--- config.mk ---
export PLATFORM = sky130hd
export DESIGN_NAME = bias_loader_mb
export DESIGN_NICKNAME = d
export VERILOG_FILES = /design/src/rtl/bias_loader_pkg.sv /design/src/rtl/bias_bank_addr_gen.sv /design/src/rtl/bias_loader_mb.sv
export SDC_FILE = /design/constraint.sdc
export NUM_CORES = 2
export LEC_CHECK = 0
export ABC_AREA = 1
export BUFFER_PORTS_ARGS = -buffer_cell sky130_fd_sc_hd__buf_2
export CAP_MARGIN = 15
export CORE_AREA = 2 2 526 528
export CTS_CLUSTER_SIZE = 10
export DETAILED_ROUTE_END_ITERATION = 8
export DIE_AREA = 0 0 528 530
export SLEW_MARGIN = 15
export SYNTH_ARGS = -nofsm -noshare
export SYNTH_HDL_FRONTEND = slang
export SYNTH_SLANG_ARGS = --single-unit
--- constraint.sdc ---
create_clock -name kernel_clk -period 28 [get_ports kernel_clk]
set_clock_uncertainty 0.1 [all_clocks]
set_input_delay 7 -clock kernel_clk [delete_from_list [all_inputs] [get_ports kernel_clk]]
set_output_delay 7 -clock kernel_clk [all_outputs]
set_load 0.1 [all_outputs]
--- src/rtl/bias_loader_pkg.sv ---
// bias_loader_pkg: shared FSM/mode types and the load-instruction field layout
// used by the multi-bank bias loader and its bank address generator.
package bias_loader_pkg;

    localparam int FIELD_W        = 16;
    localparam int MODE_W         = 2;
    localparam int BANK_SEL_W     = 4;
    localparam int BUF_START_LSB  = 32;
    localparam int WORD_CNT_LSB   = 48;
    localparam int DRAM_START_LSB = 64;
    localparam int BYTE_LEN_LSB   = 80;
    localparam int MODE_LSB       = 96;
    localparam int BANK_SEL_LSB   = 100;
    localparam int INST_USED_W    = BANK_SEL_LSB + BANK_SEL_W;

    typedef enum logic [2:0] {
        IDLE,
        ISSUE,
        STREAM,
        DRAIN,
        DONE
    } state_t;

    typedef enum logic [1:0] {
        MODE_SINGLE = 2'd0,
        MODE_BCAST  = 2'd1,
        MODE_STRIPE = 2'd2,
        MODE_RSVD   = 2'd3
    } mode_t;

    typedef struct packed {
        logic [BANK_SEL_W-1:0] bank_sel;
        mode_t                 mode;
        logic [FIELD_W-1:0]    byte_len;
        logic [FIELD_W-1:0]    dram_start;
        logic [FIELD_W-1:0]    word_cnt;
        logic [FIELD_W-1:0]    buf_start;
    } load_inst_t;

endpackage

--- src/rtl/bias_bank_addr_gen.sv ---
// bias_bank_addr_gen: maps a word index and load mode to the destination bank
// mask and the shared bank write address (wrapping modulo the bank depth).
module bias_bank_addr_gen
    import bias_loader_pkg::*;
#(
    parameter int N_BANKS = 4,
    parameter int BUF_AW  = 9
) (
    input  logic [FIELD_W-1:0]    word_idx,
    input  mode_t                 mode,
    input  logic [BANK_SEL_W-1:0] bank_sel,
    input  logic [FIELD_W-1:0]    buf_start,
    output logic [N_BANKS-1:0]    bank_mask,
    output logic [BUF_AW-1:0]     addr
);

    localparam int                 BANK_SHIFT    = $clog2(N_BANKS);
    localparam logic [FIELD_W-1:0] BANK_IDX_MASK = FIELD_W'(N_BANKS - 1);

    logic [FIELD_W-1:0] stripe_bank;
    logic [FIELD_W-1:0] stripe_row;
    logic [FIELD_W-1:0] single_bank;

    // Reserved mode falls through to broadcast.
    always_comb begin
        stripe_bank = word_idx & BANK_IDX_MASK;
        stripe_row  = word_idx >> BANK_SHIFT;
        single_bank = FIELD_W'(bank_sel) & BANK_IDX_MASK;
        bank_mask   = '0;
        addr        = '0;
        case (mode)
            MODE_SINGLE: begin
                bank_mask = N_BANKS'(1) << single_bank;
                addr      = BUF_AW'(buf_start) + BUF_AW'(word_idx);
            end
            MODE_STRIPE: begin
                bank_mask = N_BANKS'(1) << stripe_bank;
                addr      = BUF_AW'(buf_start) + BUF_AW'(stripe_row);
            end
            default: begin
                bank_mask = '1;
                addr      = BUF_AW'(buf_start) + BUF_AW'(word_idx);
            end
        endcase
    end

endmodule

--- src/rtl/bias_loader_mb.sv ---
// bias_loader_mb: decodes one load instruction, issues a single DRAM read and
// scatters the returned AXIS beats into N_BANKS buffer banks.
module bias_loader_mb
    import bias_loader_pkg::*;
#(
    parameter int  INST_W    = 128,
    parameter int  ADDR_W    = 64,
    parameter int  DATA_W    = 512,
    parameter int  XFER_W    = 32,
    parameter int  N_BANKS   = 4,
    parameter int  BUF_DEPTH = 512,
    localparam int BUF_AW    = $clog2(BUF_DEPTH)
) (
    input  logic              kernel_clk,
    input  logic              kernel_rst,
    input  logic              ap_start,
    output logic              ap_ready,
    output logic              ap_done,
    input  logic [ADDR_W-1:0] ctrl_addr_offset,
    input  logic [INST_W-1:0] ctrl_instruction,
    output logic              rd_start,
    output logic [ADDR_W-1:0] rd_addr,
    output logic [XFER_W-1:0] rd_size,
    input  logic              rd_done,
    input  logic              s_tvalid,
    output logic              s_tready,
    input  logic              s_tlast,
    input  logic [DATA_W-1:0] s_tdata,
    output logic [N_BANKS-1:0] buf_wr_valid,
    output logic [BUF_AW-1:0] buf_wr_addr,
    output logic [DATA_W-1:0] buf_wr_data,
    output logic              err_short
);

    state_t             state_q, state_d;
    load_inst_t         inst_q;
    logic [ADDR_W-1:0]  offset_q;
    logic [FIELD_W-1:0] word_idx_q;
    logic               rd_done_seen_q;
    logic               accept;
    logic               beat;
    logic               last_useful;
    logic               short_last;
    logic [N_BANKS-1:0] bank_mask;
    logic [BUF_AW-1:0]  bank_addr;
    logic               unused_inst_bits;

    assign unused_inst_bits = ^{ctrl_instruction[INST_W-1:INST_USED_W],
                                ctrl_instruction[BANK_SEL_LSB-1:MODE_LSB+MODE_W],
                                ctrl_instruction[BUF_START_LSB-1:0]};

    assign accept      = (state_q == IDLE) && ap_start;
    assign beat        = (state_q == STREAM) && s_tvalid;
    assign last_useful = (word_idx_q == inst_q.word_cnt - FIELD_W'(1));
    assign short_last  = s_tlast && !last_useful;

    // Read request stays stable from ISSUE until the next instruction is latched.
    assign rd_addr = offset_q + ADDR_W'(inst_q.dram_start);
    assign rd_size = XFER_W'(inst_q.byte_len);

    bias_bank_addr_gen #(
        .N_BANKS (N_BANKS),
        .BUF_AW  (BUF_AW)
    ) u_addr_gen (
        .word_idx  (word_idx_q),
        .mode      (inst_q.mode),
        .bank_sel  (inst_q.bank_sel),
        .buf_start (inst_q.buf_start),
        .bank_mask (bank_mask),
        .addr      (bank_addr)
    );

    always_ff @(posedge kernel_clk or posedge kernel_rst) begin
        if (kernel_rst) begin
            state_q <= IDLE;
        end else begin
            state_q <= state_d;
        end
    end

    always_comb begin
        state_d  = state_q;
        ap_ready = 1'b0;
        ap_done  = 1'b0;
        rd_start = 1'b0;
        s_tready = 1'b0;
        case (state_q)
            IDLE: begin
                ap_ready = 1'b1;
                if (ap_start) state_d = ISSUE;
            end
            ISSUE: begin
                if (inst_q.word_cnt == '0) begin
                    state_d = DONE;
                end else begin
                    rd_start = 1'b1;
                    state_d  = STREAM;
                end
            end
            STREAM: begin
                s_tready = 1'b1;
                if (beat && (last_useful || s_tlast)) state_d = DRAIN;
            end
            DRAIN: begin
                s_tready = 1'b1;
                if (rd_done || rd_done_seen_q) state_d = DONE;
            end
            DONE: begin
                ap_done = 1'b1;
                state_d = IDLE;
            end
            default: state_d = IDLE;
        endcase
    end

    // rd_done may arrive before DRAIN, so it is remembered from ISSUE onwards.
    always_ff @(posedge kernel_clk or posedge kernel_rst) begin
        if (kernel_rst) begin
            inst_q         <= '0;
            offset_q       <= '0;
            word_idx_q     <= '0;
            rd_done_seen_q <= 1'b0;
        end else if (accept) begin
            inst_q.buf_start  <= ctrl_instruction[BUF_START_LSB +: FIELD_W];
            inst_q.word_cnt   <= ctrl_instruction[WORD_CNT_LSB +: FIELD_W];
            inst_q.dram_start <= ctrl_instruction[DRAM_START_LSB +: FIELD_W];
            inst_q.byte_len   <= ctrl_instruction[BYTE_LEN_LSB +: FIELD_W];
            inst_q.mode       <= mode_t'(ctrl_instruction[MODE_LSB +: MODE_W]);
            inst_q.bank_sel   <= ctrl_instruction[BANK_SEL_LSB +: BANK_SEL_W];
            offset_q          <= ctrl_addr_offset;
            word_idx_q        <= '0;
            rd_done_seen_q    <= 1'b0;
        end else begin
            if (beat) word_idx_q <= word_idx_q + FIELD_W'(1);
            if (rd_done && (state_q != IDLE)) rd_done_seen_q <= 1'b1;
        end
    end

    // Write port is one register stage behind the accepted beat.
    always_ff @(posedge kernel_clk or posedge kernel_rst) begin
        if (kernel_rst) begin
            buf_wr_valid <= '0;
            buf_wr_addr  <= '0;
            buf_wr_data  <= '0;
            err_short    <= 1'b0;
        end else begin
            buf_wr_valid <= beat ? bank_mask : '0;
            err_short    <= beat && short_last;
            if (beat) begin
                buf_wr_addr <= bank_addr;
                buf_wr_data <= s_tdata;
            end
        end
    end

endmodule

### Word-level counts from Yosys, hierarchy flattened

Cells that the tools add are included.
Widths: inputs -> output; s select.

* register bits: 671
* output and inout bits: 626
* bits of input ports: 710
* logic and storage cells: 64

* muxes and demuxes: 17
* add/sub/neg operators: 5
* equality and inequality tests: 9
* shift-type cells: 2
* reductions and logical operators: 17

Operator list (count)
* $add 64x16->64: 1
* $mux 16: 2
* $add 9x9->9: 2
* $add 16x1->16 const B: 1
* $eq 16x16->1: 1
* $logic_not 16->1: 1
* $sub 16x1->16 const B: 1
* $mux 3: 4
* $pmux 3 s4: 1
* $mux 9: 1
* $pmux 4 s2: 1
* $shl 1x2->4 const A: 2
* $mux 1: 7
* $eq 3x2->1 const B: 2
* $logic_and 1x1->1: 6
* $mux 4: 1
* $ne 2x2->1 const B: 2
* $reduce_bool 2->1: 2
* $eq 3x1->1 const B: 1
* $eq 3x3->1 const B: 1
* $logic_not 3->1: 1
* $reduce_and 3->1: 1
* $reduce_bool 3->1: 1
* $eq 2x2->1 const B: 1
* 5 further kinds: 6

### Depth between registers and ports, before layout

* depth in word-level cells: 6
* mapped depth: 18
* gate-level depth less buffers: 17

### Hierarchy

From an unflattened synthesis, not the netlist that was laid out.

* cell total of the unflattened synthesis: 3625
* area, all modules: 29634.7 µm²

By module, submodules not included
* bias_loader_mb: area an instance 29001.6 µm², instances 1, cells an instance 3508, seq. area each 17016.3 µm²
* bias_bank_addr_gen: area an instance 633.1 µm², instances 1, cells an instance 117, seq. area each 0.0 µm²

### Worst setup path before layout

Ideal clock, no wire load.

* path type: register to output
* from: register inst_q[32] (netlist name)
* to: output rd_addr[60]
* buffers on the path: 0
* path slack: 17.564 ns
* arrival time: 3.336 ns
* stages on the path, launching flop included: 15
* data required time: 20.900 ns
* path through: dfrtp_1 > ha_1 > inv_1 > fa_1 > inv_1 > nand3_1 > nand2_2 > a21oi_4 > o21bai_2 > nand2_1 > nand2_2 > nand2_1 > nand2_1 > nand2_1 > xnor2_1

* word-level cells in the longest chain between the ends: 1

Ends and longest elaborated chain
* start: declaration: RTL line bias_loader_mb.sv:36 `load_inst_t inst_q;`
* $add 64x16->64: RTL line bias_loader_mb.sv:58 `assign rd_addr = offset_q + ADDR_W'(inst_q.dram_start);`
* end: declaration: RTL line bias_loader_mb.sv:22 `output logic [ADDR_W-1:0] rd_addr,`

No other way between the ends.

### Final worst setup path

* from: register inst_q[32] (netlist name)
* to: output rd_addr[54]

Same word-level chain as after synthesis.

==> key figures <==
Final layout
  – Fillcell total: 31.5k
  – Synth-to-layout area growth: 46.1%
  – Storage cell area: 16800 sq um
  – Share of layout cells above drive strength 1: 30.5%
  – Fin nets: 5513
  – Area of the multi-input gates: 11000 sq um
  – Final cell count without fillers: 8540
  – Final Core Density: 15.6%

Clock tree
  – CTS tree: done
  – Root Buffer: clkbuf_16
  – Setup Buffers After CTS: 0
  – Post-CTS Hold Buffers: 0
  – H-tree Lvls: 3
  – Clk_lat worst skew: 0.78 ns
  – Clock buffer depth: 4
  – Clock transition at path regs: 0.05 ns
  – Resize count post-CTS: 0
  – CTS sink cnt: 671
  – Number of CTS-inserted buffers: 95

Synthesis
  – Mux share of post-synthesis cell area: 0.0342%
  – FFs w/ async S/R, synth: 100%
  – Synth Area in Compound Gates: 2.91%
  – Leading post-synthesis cells by cell area: dfrtp_1 57%, nand2_1 26%, xor2_1 2.0%, inv_1 1.9%, buf_2 1.7%
  – Most used DFF post-synth: dfrtp_1
  – Adder-Cell Fraction of Synth Area: 1.29%
  – Area leader, netlist: dfrtp_1
  – Flops & latches, synth: 671
  – Count leader, synth: nand2_1
  – Mapped cell area: 29300 sq um
  – EDFF count, synth: 0
  – Yosys warnings: 0
  – Seq/Total Area, Yosys: 57.4%
  – Largest family of logic cells by synthesized area: simple AND/OR/NAND/NOR gates
  – Top cells by count, synth: 2030 x nand2_1, 671 x dfrtp_1, 148 x inv_1
  – Library cells used by synthesis: 46
  – XOR/XNOR Fraction of Synth Area: 2.42%
  – Syn avg cell area: 8.20 sq um
  – Share of the synthesized area in the top cell type: 57.4%
  – Gate Count Post-Synth: 3567
  – Synth Area in Simple Gates: 30.7%

Die
  – # rows: 193
  – Core Area: 275000 sq um
  – Die footprint: 280000 sq um
  – Die Height: 530 um
  – Io pins: 1336
  – Starting Density: 10.6%
  – Die extent in x: 528 um

Setup path
  – Setup CP Type: reg -> out
  – Worst-path fanout max: 4
  – Top cell by count, worst path: inv_1
  – CP peak stage delay: 0.53 ns
  – Critical Path Slowest Stage Cell: buf_2
  – Arrival time at the worst endpoint: 4.29 ns
  – Data required, critical path: 20.90 ns
  – Worst R2R Setup Slack: 24.19 ns
  – Worst setup EP type: primary output
  – Crit path cell chain: ha_1 -> inv_1 -> fa_1 -> inv_1 -> nand3_1 -> nand2_2 -> a21oi_4 -> o21ai_4 -> nand2_1 -> a21oi_1 -> nand4_1 -> xor2_1 -> buf_2
  – Setup crit start kind: flip-flop

Global route
  – Largest net degree at the start of global routing: 120
  – First-pass GRT wire length: 267000 um
  – GRT Total Usage: 14.5%
  – Number of global-route vias before repair: 27.2k
  – GR Overflow Total: 0
  – Initial antenna violation count: 273

Timing
  – Final Hold Viols: 0
  – Max_slew headroom: 18.3%
  – Tcrit/Tclk final: 40.7%
  – Total negative setup slack: 0 ns
  – Worst slew pin tran: 1.22 ns
  – Min Tclk post-route: 11.39 ns
  – Fmax achieved: 87.8 MHz
  – Unrepaired setup endpoints after global routing: no
  – Final setup fails: 0
  – Final Max Slew Viols: 0

Placement
  – Port bufs: 1252
  – Dpl cells: 8284
  – DP HPWL: 181000 um
  – GPL Wtd Cong: 0.949

Worst hold path
  – Hold WC Path Type: reg -> reg

Drt
  – DR vias: 29.4k
  – DR DRC count: 0
  – Number of DRC markers in iteration 0: 2843
  – Routed Antenna Nets: 0
  – Routed wire length: 213000 um
  – DRT Pass-1 Iters: 5
  – Average wire per cell in the routed design: 24.9 um
  – Vias per cell: 3.45

Outcome
  – Status: completed

Run
  – # Max-Cap Violations: 0
-- through the flow --
step	hold WS (ns)	worst slack [ns]	instance area, sq um
6_report	0.369	16.61	42800
5_1_grt	0.385	16.41	42600
4_1_cts	0.376	16.59	42500
3_5_place_dp	0.360	17.04	39400
3_3_place_gp	0.359	17.03	39400
2_1_floorplan	0.349	2.09	29300
-- metal layers --
metal	vias to the layer above	track usage, %	routed length [um]
met1	13600	15.5	75600
li1	13500	-	-
met5	-	0.667	1020
met2	1681	19.7	82300
met4	162	6.72	11900
met3	559	12.7	42200
-- worst paths after layout --
kind,startpoint,endpoint,depth (start not counted)
worst max-delay path,inst_q[32],rd_addr[54],13
worst min-delay path,buf_wr_data[483],buf_wr_data[483],2
worst max register to register,state_q[0],buf_wr_data[439],9
worst min register to register,buf_wr_data[483],buf_wr_data[483],2
max in group asynchronous,kernel_rst,buf_wr_data[277],6
min in group asynchronous,kernel_rst,inst_q[67],2
-- area by class of cell --
cell class,instances,share of cell area [%]
Multi-Input combinational cell,2565,25.7
Inverter,164,1.48
Tap cell,3607,10.6
Timing Repair Buffer,1277,15.1
Clock inverter,29,1.16
Sequential cell,671,39.3
Antenna cell,107,0.626
Clock buffer,120,6.06
-- state kept, by name (all words and copies together) (netlist names), 3 cells and up --
register / count
buf_wr_valid: 4
rd_size: 16
offset_q: 64
state_q: 3
inst_q: 45
buf_wr_addr: 9
buf_wr_data: 512
word_idx_q: 16
-- cell usage in the layout (no fill, tap or decap), types with 8 or more instances in the layout --
master        n
a21oi_1      37
buf_2      1252
buf_4        24
bufinv_16    11
clkbuf_1     13
clkbuf_16    95
clkbuf_8     12
clkinv_2      8
conb_1       16
dfrtp_1     671
diode_2     107
ha_1         27
inv_1       147
inv_2        14
nand2_1    2030
nand3_1      41
nand4_1      21
nor2_1       95
nor2_2        8
nor3_1       46
nor4_1       12
o21ai_0      65
o21ai_1      25
xnor2_1      13
xor2_1       68
-- worst max-delay path, delay by kind of cell (launching register included) --
| family | cells | cell delay, ns |
|---|---|---|
| xor gates and xnor gates | 1 | 0.42 |
| adders and majority gates | 2 | 0.63 |
| buffers and inverters | 3 | 0.68 |
| and+or+nand+nor | 4 | 0.58 |
| DFF | 1 | 0.35 |
| AOI/OAI and AO/OA | 3 | 0.83 |
-- logic make-up (layout without fill, tap and decap cells) --
group	after synthesis	in the layout
buffers and inverters	346	1590
other	1	123
AO/OA/AOI/OAI	151	151
AND/OR/NAND/NOR	2287	2287
adder cells (fa/ha/maj)	29	29
flip-flops	671	671
multiplexers	1	1
XOR/XNOR	81	81
Power is not shown: default switching activity piles up to over one toggle a cycle in this logic, so the estimate is an artifact.
